`src/rtl/uart_tx_arbiter_if.sv`:
```
// Requester-side bundle for the shared uart_tx arbiter.
// Producers drive req/data; the arbiter returns ack/sent pulses.
interface uart_tx_arbiter_if #(
   parameter int NUM_REQ    = 2,
   parameter int DATA_WIDTH = 8
);
   logic [NUM_REQ-1:0]            i_req;
   logic [NUM_REQ*DATA_WIDTH-1:0] i_data;
   logic [NUM_REQ-1:0]            o_ack;
   logic [NUM_REQ-1:0]            o_sent;

   modport master (
      output i_req,
      output i_data,
      input  o_ack,
      input  o_sent
   );

   modport slave (
      input  i_req,
      input  i_data,
      output o_ack,
      output o_sent
   );
endinterface

```
`src/rtl/uart_tx_arbiter.sv`:
```
// Round-robin scheduler sharing one uart_tx between byte producers.
// Adds a tick-timed idle gap after frames and a done watchdog.
module uart_tx_arbiter #(
   parameter int NUM_REQ       = 2,
   parameter int DATA_WIDTH    = 8,
   parameter int GAP_TICKS     = 16,
   parameter int TIMEOUT_TICKS = 200,
   localparam int GW = (NUM_REQ > 1) ? $clog2(NUM_REQ) : 1
) (
   input  logic                  clk,
   input  logic                  reset,
   input  logic                  i_ticks,
   uart_tx_arbiter_if.slave      rq,
   input  logic                  i_tx_done,
   output logic                  o_err,
   output logic                  o_busy,
   output logic [GW-1:0]         o_grant_id,
   output logic                  o_tx_signal,
   output logic [DATA_WIDTH-1:0] o_data_byte
);

   localparam logic [15:0] GAP_L =
      (GAP_TICKS > 65535) ? 16'hFFFF : 16'(GAP_TICKS);
   localparam logic [15:0] TO_L =
      (TIMEOUT_TICKS > 65535) ? 16'hFFFF : 16'(TIMEOUT_TICKS);

   typedef enum logic [1:0] {
      IDLE,
      START,
      WAIT,
      GAP
   } state_t;

   state_t                state_q, state_d;
   logic [GW-1:0]         ptr_q, ptr_d;
   logic [GW-1:0]         grant_q, grant_d;
   logic [DATA_WIDTH-1:0] byte_q, byte_d;
   logic [NUM_REQ-1:0]    ack_q, ack_d;
   logic [NUM_REQ-1:0]    sent_q, sent_d;
   logic                  err_q, err_d;
   logic                  busy_q, busy_d;
   logic                  tx_q, tx_d;
   logic [15:0]           wd_q, wd_d;
   logic [15:0]           gap_q, gap_d;

   logic                  found_hi;
   logic [GW-1:0]         win_hi, win_lo, win;
   logic [GW-1:0]         ptr_nx;
   logic [DATA_WIDTH-1:0] win_byte;
   logic [NUM_REQ-1:0]    win_hot;
   logic [NUM_REQ-1:0]    grant_hot;

   // Pick the lowest requester at or above the pointer, else wrap low.
   always_comb begin
      found_hi = 1'b0;
      win_hi   = '0;
      win_lo   = '0;
      for (int j = NUM_REQ - 1; j >= 0; j--) begin
         if (rq.i_req[j]) begin
            if (j >= int'(ptr_q)) begin
               found_hi = 1'b1;
               win_hi   = GW'(j);
            end else begin
               win_lo = GW'(j);
            end
         end
      end
      win = found_hi ? win_hi : win_lo;
   end

   // Decode the winner into byte, one-hot and the advanced pointer.
   always_comb begin
      win_byte  = '0;
      win_hot   = '0;
      grant_hot = '0;
      for (int j = 0; j < NUM_REQ; j++) begin
         if (win == GW'(j)) begin
            win_byte = rq.i_data[j*DATA_WIDTH +: DATA_WIDTH];
         end
         win_hot[j]   = (win == GW'(j));
         grant_hot[j] = (grant_q == GW'(j));
      end
      if (win == GW'(NUM_REQ - 1)) begin
         ptr_nx = '0;
      end else begin
         ptr_nx = win + GW'(1);
      end
   end

   // Next state and next values of every registered output.
   always_comb begin
      state_d = state_q;
      ptr_d   = ptr_q;
      grant_d = grant_q;
      byte_d  = byte_q;
      ack_d   = '0;
      sent_d  = '0;
      err_d   = 1'b0;
      tx_d    = 1'b0;
      wd_d    = wd_q;
      gap_d   = gap_q;
      unique case (state_q)
         IDLE: begin
            if (|rq.i_req) begin
               state_d = START;
               ptr_d   = ptr_nx;
               grant_d = win;
               byte_d  = win_byte;
               ack_d   = win_hot;
            end
         end
         START: begin
            tx_d    = 1'b1;
            wd_d    = '0;
            state_d = WAIT;
         end
         WAIT: begin
            if (i_ticks && wd_q != 16'hFFFF) begin
               wd_d = wd_q + 16'd1;
            end
            if (i_tx_done) begin
               sent_d  = grant_hot;
               gap_d   = GAP_L;
               state_d = (GAP_L == 16'd0) ? IDLE : GAP;
            end else if (wd_d >= TO_L) begin
               err_d   = 1'b1;
               gap_d   = GAP_L;
               state_d = (GAP_L == 16'd0) ? IDLE : GAP;
            end
         end
         GAP: begin
            if (i_ticks && gap_q != 16'd0) begin
               gap_d = gap_q - 16'd1;
            end
            if (gap_d == 16'd0) begin
               state_d = IDLE;
            end
         end
         default: begin
            state_d = IDLE;
         end
      endcase
      busy_d = (state_d != IDLE);
   end

   // State and output registers; reset drops any frame in flight.
   always_ff @(posedge clk) begin
      if (reset) begin
         state_q <= IDLE;
         ptr_q   <= '0;
         grant_q <= '0;
         byte_q  <= '0;
         ack_q   <= '0;
         sent_q  <= '0;
         err_q   <= 1'b0;
         busy_q  <= 1'b0;
         tx_q    <= 1'b0;
         wd_q    <= '0;
         gap_q   <= '0;
      end else begin
         state_q <= state_d;
         ptr_q   <= ptr_d;
         grant_q <= grant_d;
         byte_q  <= byte_d;
         ack_q   <= ack_d;
         sent_q  <= sent_d;
         err_q   <= err_d;
         busy_q  <= busy_d;
         tx_q    <= tx_d;
         wd_q    <= wd_d;
         gap_q   <= gap_d;
      end
   end

   assign rq.o_ack    = ack_q;
   assign rq.o_sent   = sent_q;
   assign o_err       = err_q;
   assign o_busy      = busy_q;
   assign o_grant_id  = grant_q;
   assign o_tx_signal = tx_q;
   assign o_data_byte = byte_q;

endmodule

```
`src/flat_wrapper.sv`:
```
// flat-port wrapper written by rule: the top's interface ports become plain ports
module uart_tx_arbiter_flat 
#(
   parameter int NUM_REQ       = 2,
   parameter int DATA_WIDTH    = 8,
   parameter int GAP_TICKS     = 16,
   parameter int TIMEOUT_TICKS = 200,
   localparam int GW = (NUM_REQ > 1) ? $clog2(NUM_REQ) : 1
)
  (clk, reset, i_ticks, i_tx_done, o_err, o_busy, o_grant_id, o_tx_signal, o_data_byte, rq_i_req, rq_i_data, rq_o_ack, rq_o_sent);
  uart_tx_arbiter_if #(.NUM_REQ(NUM_REQ), .DATA_WIDTH(DATA_WIDTH)) rq_i ();
  input  logic clk;
  input  logic reset;
  input  logic i_ticks;
  input  logic i_tx_done;
  output logic o_err;
  output logic o_busy;
  output logic [GW-1:0] o_grant_id;
  output logic o_tx_signal;
  output logic [DATA_WIDTH-1:0] o_data_byte;
  input wire logic [$bits(rq_i.i_req)-1:0] rq_i_req;
  input wire logic [$bits(rq_i.i_data)-1:0] rq_i_data;
  output wire logic [$bits(rq_i.o_ack)-1:0] rq_o_ack;
  output wire logic [$bits(rq_i.o_sent)-1:0] rq_o_sent;
  assign rq_i.i_req = rq_i_req;
  assign rq_i.i_data = rq_i_data;
  assign rq_o_ack = rq_i.o_ack;
  assign rq_o_sent = rq_i.o_sent;
  uart_tx_arbiter #(.NUM_REQ(NUM_REQ), .DATA_WIDTH(DATA_WIDTH), .GAP_TICKS(GAP_TICKS), .TIMEOUT_TICKS(TIMEOUT_TICKS)) u_core (.clk(clk), .reset(reset), .i_ticks(i_ticks), .rq(rq_i), .i_tx_done(i_tx_done), .o_err(o_err), .o_busy(o_busy), .o_grant_id(o_grant_id), .o_tx_signal(o_tx_signal), .o_data_byte(o_data_byte));
endmodule
```
`config.mk`:
```
export PLATFORM = sky130hd
export DESIGN_NAME = uart_tx_arbiter_flat
export DESIGN_NICKNAME = d
export VERILOG_FILES = /design/src/rtl/uart_tx_arbiter_if.sv /design/src/rtl/uart_tx_arbiter.sv /design/src/flat_wrapper.sv
export SDC_FILE = /design/constraint.sdc
export NUM_CORES = 1
export LEC_CHECK = 0
export CORE_ASPECT_RATIO = 1.1
export CORE_MARGIN = 5
export CORE_UTILIZATION = 30
export CTS_BUF_LIST = sky130_fd_sc_hd__clkbuf_8
export DETAILED_ROUTE_END_ITERATION = 8
export HOLD_SLACK_MARGIN = 0.12
export SLEW_MARGIN = 20
export SYNTH_ARGS = -nofsm -noshare
export SYNTH_HDL_FRONTEND = slang
export SYNTH_SLANG_ARGS = --single-unit
```
`constraint.sdc`:
```
create_clock -name clk -period 4 [get_ports clk]
set_input_delay 0.4 -clock clk [delete_from_list [all_inputs] [get_ports clk]]
set_output_delay 0.4 -clock clk [all_outputs]
set_load 0.02 [all_outputs]
```
* After elaboration in Yosys (flattened, before gate mapping) *
Index checks and enable logic that the tools add are counted.

word-level totals
  logic and storage cells = 64
  bits in registers = 51
  output and inout bits = 16
  input bits = 22

operators by class
  $add $sub $neg = 3
  reduce and logical (&&, ||, !) cells = 14
  mux-type cells = 23
  bitwise operators = 6
  $lt $le $gt $ge = 2
  equality and inequality tests = 5

operators by type and width
  kind                                                   count
  two-way mux 16 bit                                     6
  one-hot mux 16 bit (2 select lines)                    2
  adder 16 x 1 -> 16 bit, second input constant          1
  >= comparator 16 x 8 -> 1 bit, second input constant   1
  zero test 16 bit                                       1
  inequality test 16 bit, second input constant          1
  nonzero test 16 bit                                    1
  subtractor 16 x 1 -> 16 bit, second input constant     1
  two-way mux 1 bit                                      9
  OR reduction 3 bit                                     3
  two-way mux 2 bit                                      4
  two-way mux 8 bit                                      1
  one-hot mux 2 bit (4 select lines)                     1
  NOT 1 bit                                              6
  nonzero test 2 bit                                     3
  == test 2 bit, second input constant                   2
  AND reduction 2 bit                                    2
  inequality test 3 x 2 -> 1 bit, second input constant  1
  == test 2 x 1 -> 1 bit, second input constant          1
  logical AND 1 bit                                      2
  zero test 2 bit                                        1
  OR reduction 2 bit                                     1
  adder 1 bit, second input constant                     1
  >= comparator 1 bit, first input constant              1

* Depth between registers and ports, before layout *
  word-level depth = 9
  gate-level depth with buffers = 12
  mapped depth without buffers = 10

* Worst setup path after synthesis *
No wires, ideal clock.

  kind = reg-to-reg
  from = register u_core.wd_q[0]
  to = register u_core.gap_q[4]
  slack = 1.186 ns
  stages on the path, launching flop included = 12
  arrival = 2.698 ns
  buffers on the path = 2
  cells stage by stage = dfxtp_1 > ha_1 > and4_1 > buf_4 > nand4_2 > o211ai_1 > mux2_2 > nand4b_1 > and4b_1 > buf_6 > or4_1 > o211a_1

on the way
  word-level cells in the longest chain between the ends = 7
  elaborated cells on any way between the ends = 8
  those cells by class = add/sub (1); order compare (1); eq/ne (2); mux (2); reduce/logical (2)

ends and longest elaborated chain
  what                                                            line                    text
  start: declaration                                              uart_tx_arbiter.sv:43   logic [15:0] wd_q, wd_d;
  start signal: assignment                                        uart_tx_arbiter.sv:170  wd_q <= wd_d;
  branches (longest 2 deep; another with adder 16 x 1 -> 16 bit)  -
  two-way mux 16 bit (*)                                          uart_tx_arbiter.sv:118  if (i_ticks && wd_q != 16'hFFFF) begin
  two-way mux 16 bit (*)                                          uart_tx_arbiter.sv:102  unique case (state_q)
  >= comparator 16 x 8 -> 1 bit (*)                               uart_tx_arbiter.sv:125  end else if (wd_d >= TO_L) begin
  inequality test 3 x 2 -> 1 bit (no source line) (*)             -
  AND reduction 2 bit (no source line) (*)                        -
  end signal: assignment                                          uart_tx_arbiter.sv:171  gap_q <= gap_d;
  end: declaration                                                uart_tx_arbiter.sv:44   logic [15:0] gap_q, gap_d;

Mark *: on every way between the ends. The select of a mux whose other input is x is not followed.
A chain may end at the register's enable or synchronous reset.

* Final worst setup path *
  from = register u_core.wd_q[0]
  to = register u_core.gap_q[15]

The elaborated chain is that of the path after synthesis.

==> metrics.txt <==
slew margin rel.=0.4929; most common cell in the netlist=nor2_1; layout cells sized above 1=0.06132; status=finished, final reports clean; Iteration-0 DRC Markers=204; Die Y=117.1 um; Vias per Instance=roughly 5.6; CP arrival=between 3000 and 4000 ps; Seq/Total Area, Yosys=0.3261; CTS buffer count=5; prevailing post-synth register cell=dfxtp_1; die area=approximately 13000 um2; area share of the largest cell type after synthesis=0.3261; Hold Crit Class=flop to flop; nets=between 400 and 500; DRC viols=0; Post-Syn Area=3131 um2; setup repair bufs after CTS=0; Vias=about 3200; Cell Rows=39; clk sinks=51; max-cap violation count=0; GRT Overall Usage=0.1380; CP Capture Type=flop; DR pass1 iterations=7; post-synthesis async set-or-reset flop share=0; Max Freq=roughly 300 MHz; top post-synthesis cells by area=dfxtp_1 (33%), nor2_1 (6.2%), a21oi_1 (4.6%), nand2_1 (3.6%), nor3_1 (3.0%); Total Power=~1.6 mW; Post-synth top cells=nor2_1 (52), dfxtp_1 (51), nand2_1 (30); Slew Viols, Final=0; routed length per instance=~15 um; internal power=944.9 uW; cell count after synthesis=approximately 400; area grow syn2layout=17.07%; kind of critical path=flop to flop; syn nets=430; post-CTS resize count=0; Synth area leader=dfxtp_1; Ant. Diodes=0; P_sw=~650 uW; number of global-route vias before repair=between 2000 and 3000; CTS H-tree depth=2; sum of negative setup slack=0 ps; Yosys reg bits=between 50 and 60; # hold bufs at CTS=0; first-pass GRT wire length=around 14000 um; Die Wd=roughly 110 um; Detailed Place HPWL=approximately 6000 um; Leakage=1.321 nW; initial antenna violation count=0; Post-synth EDFFs=0; total length of routed wires=roughly 8500 um; Clock power frac=0.203; Sw Share=0.4093; RSZ-0062 raised after global routing=no; GPL Wtd Cong=a little under 0.9; CTS Buffer Depth=2; I/O pin count=38; Power Dens Cells=between 400 and 500 nW/um2; count of final hold-check violations=0; clock root buffer=clkbuf_8; crit path time final=around 3300 ps; Initial Util=0.3040; core footprint=about 10000 um2; CP Max Fanout=16; Overflow after GRT=0; post-synth cell types=71; CTS clk-pin slew, worst paths=roughly 110 ps; Clock Latency Late Sink=between 300 and 400 ps; part of the power in registers=0.375; Max VDD drop=about 0.28 mV; Yosys Warn Count=0; fin crit share=0.8308; TritonCTS clock tree=done; Mapped Avg Cell Area=7.807 um2; IO buf count=37; actual slew at the worst max-slew pin=760.6 ps; CP required=approximately 4200 ps; setup violators final=0; largest net degree at the start of global routing=36; post-route ant nets=0; CP Launch Type=flop; Logic pwr share=0.422; Layout Skew=around 12 ps
## worst max-delay path, stage by stage (launching register included)
cell and delay, ps:
dfxtp_1 440, ha_1 280, and4_1 400, nand4_2 180, o211ai_1 310, mux2_2 370
nand4b_1 150, and4b_1 420, o21a_4 320, a221o_1 350
## power groups by stage
| stage | combinational [mW] | sequential, mW | clock, mW |
|---|---|---|---|
| after floorplan | 0.423 | 0.646 | 0 |
| after global placement | 0.666 | 0.610 | 0 |
| after detailed placement | 0.673 | 0.612 | 0 |
| after CTS | 0.676 | 0.601 | 0.334 |
| after global routing | 0.745 | 0.606 | 0.355 |
| final | 0.675 | 0.600 | 0.325 |
## logic make-up (layout without fill, tap and decap cells)
logic type | after synthesis | count (layout) | synth area share
xor gates and xnor gates | 2 | 2 | 0.005597
and+or+nand+nor | 189 | 189 | 0.3241
DFF | 51 | 51 | 0.3261
adders and majority gates | 7 | 7 | 0.02798
buffers and inverters | 37 | 60 | 0.05475
AOI/OAI and AO/OA | 111 | 111 | 0.2478
muxes | 4 | 4 | 0.01359
## registers in the layout, summed over array words and instances, names as in the netlist
register,flops
u_core.gap_q,16
u_core.o_busy,1
u_core.o_data_byte,8
u_core.o_err,1
u_core.o_grant_id,1
u_core.o_tx_signal,1
u_core.ptr_q,1
u_core.rq.o_ack,2
u_core.rq.o_sent,2
u_core.state_q,2
u_core.wd_q,16
## final timing paths
kind,cells after the start,from,endpoint,slack (ps)
setup / recovery,9,u_core.wd_q[0],u_core.gap_q[15],680
hold / removal,1,u_core.o_grant_id,u_core.rq.o_sent[0],490
setup reg to reg,9,u_core.wd_q[0],u_core.gap_q[15],680
hold reg to reg,1,u_core.o_grant_id,u_core.rq.o_sent[0],490
## stage by stage
step / area, um2 / worst slack [ps] / hold slack [ps] / utilization / cells
4_1_cts: 3665 / 698.9 / 498.7 / 0.3559 / 567
2_1_floorplan: 3131 / 1186 / 469.4 / - / 401
6_report: 3665 / 676.8 / 494.3 / 0.3559 / 567
3_5_place_dp: 3572 / 560.7 / 483.5 / 0.3469 / 559
5_1_grt: 3665 / 493.0 / 518.1 / 0.3559 / 567
3_3_place_gp: 3572 / 626.2 / 473.5 / 0.3469 / 559
## metal layers
metal | vias to the layer above | track usage | routed length [um]
li1 | 1558 | - | -
met1 | 1502 | 0.1687 | 3718
met2 | 94 | 0.2474 | 4268
met3 | 7 | 0.02578 | 436
met4 | 0 | 0.04209 | 103
met5 | - | 0 | 0
## area by class of cell
cell class,instances,area (um2)
clock buffers,5,68.82
clock inverters,3,23.77
fillers,1085,6631
inverters,13,48.80
multi-input cells,313,1938
flip-flops and latches,51,1021
well taps,143,178.9
repair buffers,39,385.4
## layout by cell type (no fill, tap or decap), types with 4 or more instances in the layout
master and instances:
o21ai_0 18, a211o_1 5, nor2_1 52, dfxtp_1 51, nand2b_1 4, ha_1 7, a31oi_1 7, and3_1 9
or3_1 7, nor2b_1 4, a222oi_1 8, inv_1 13, nand3_1 14, a21oi_1 29, nand4_1 10, and4_1 5
a211oi_1 5, nand2_1 30, nor4_1 5, clkbuf_8 5, or4_1 4, clkdlybuf4s50_1 37, nor3_1 19
Note: power is estimated with default switching activity, not from simulation.
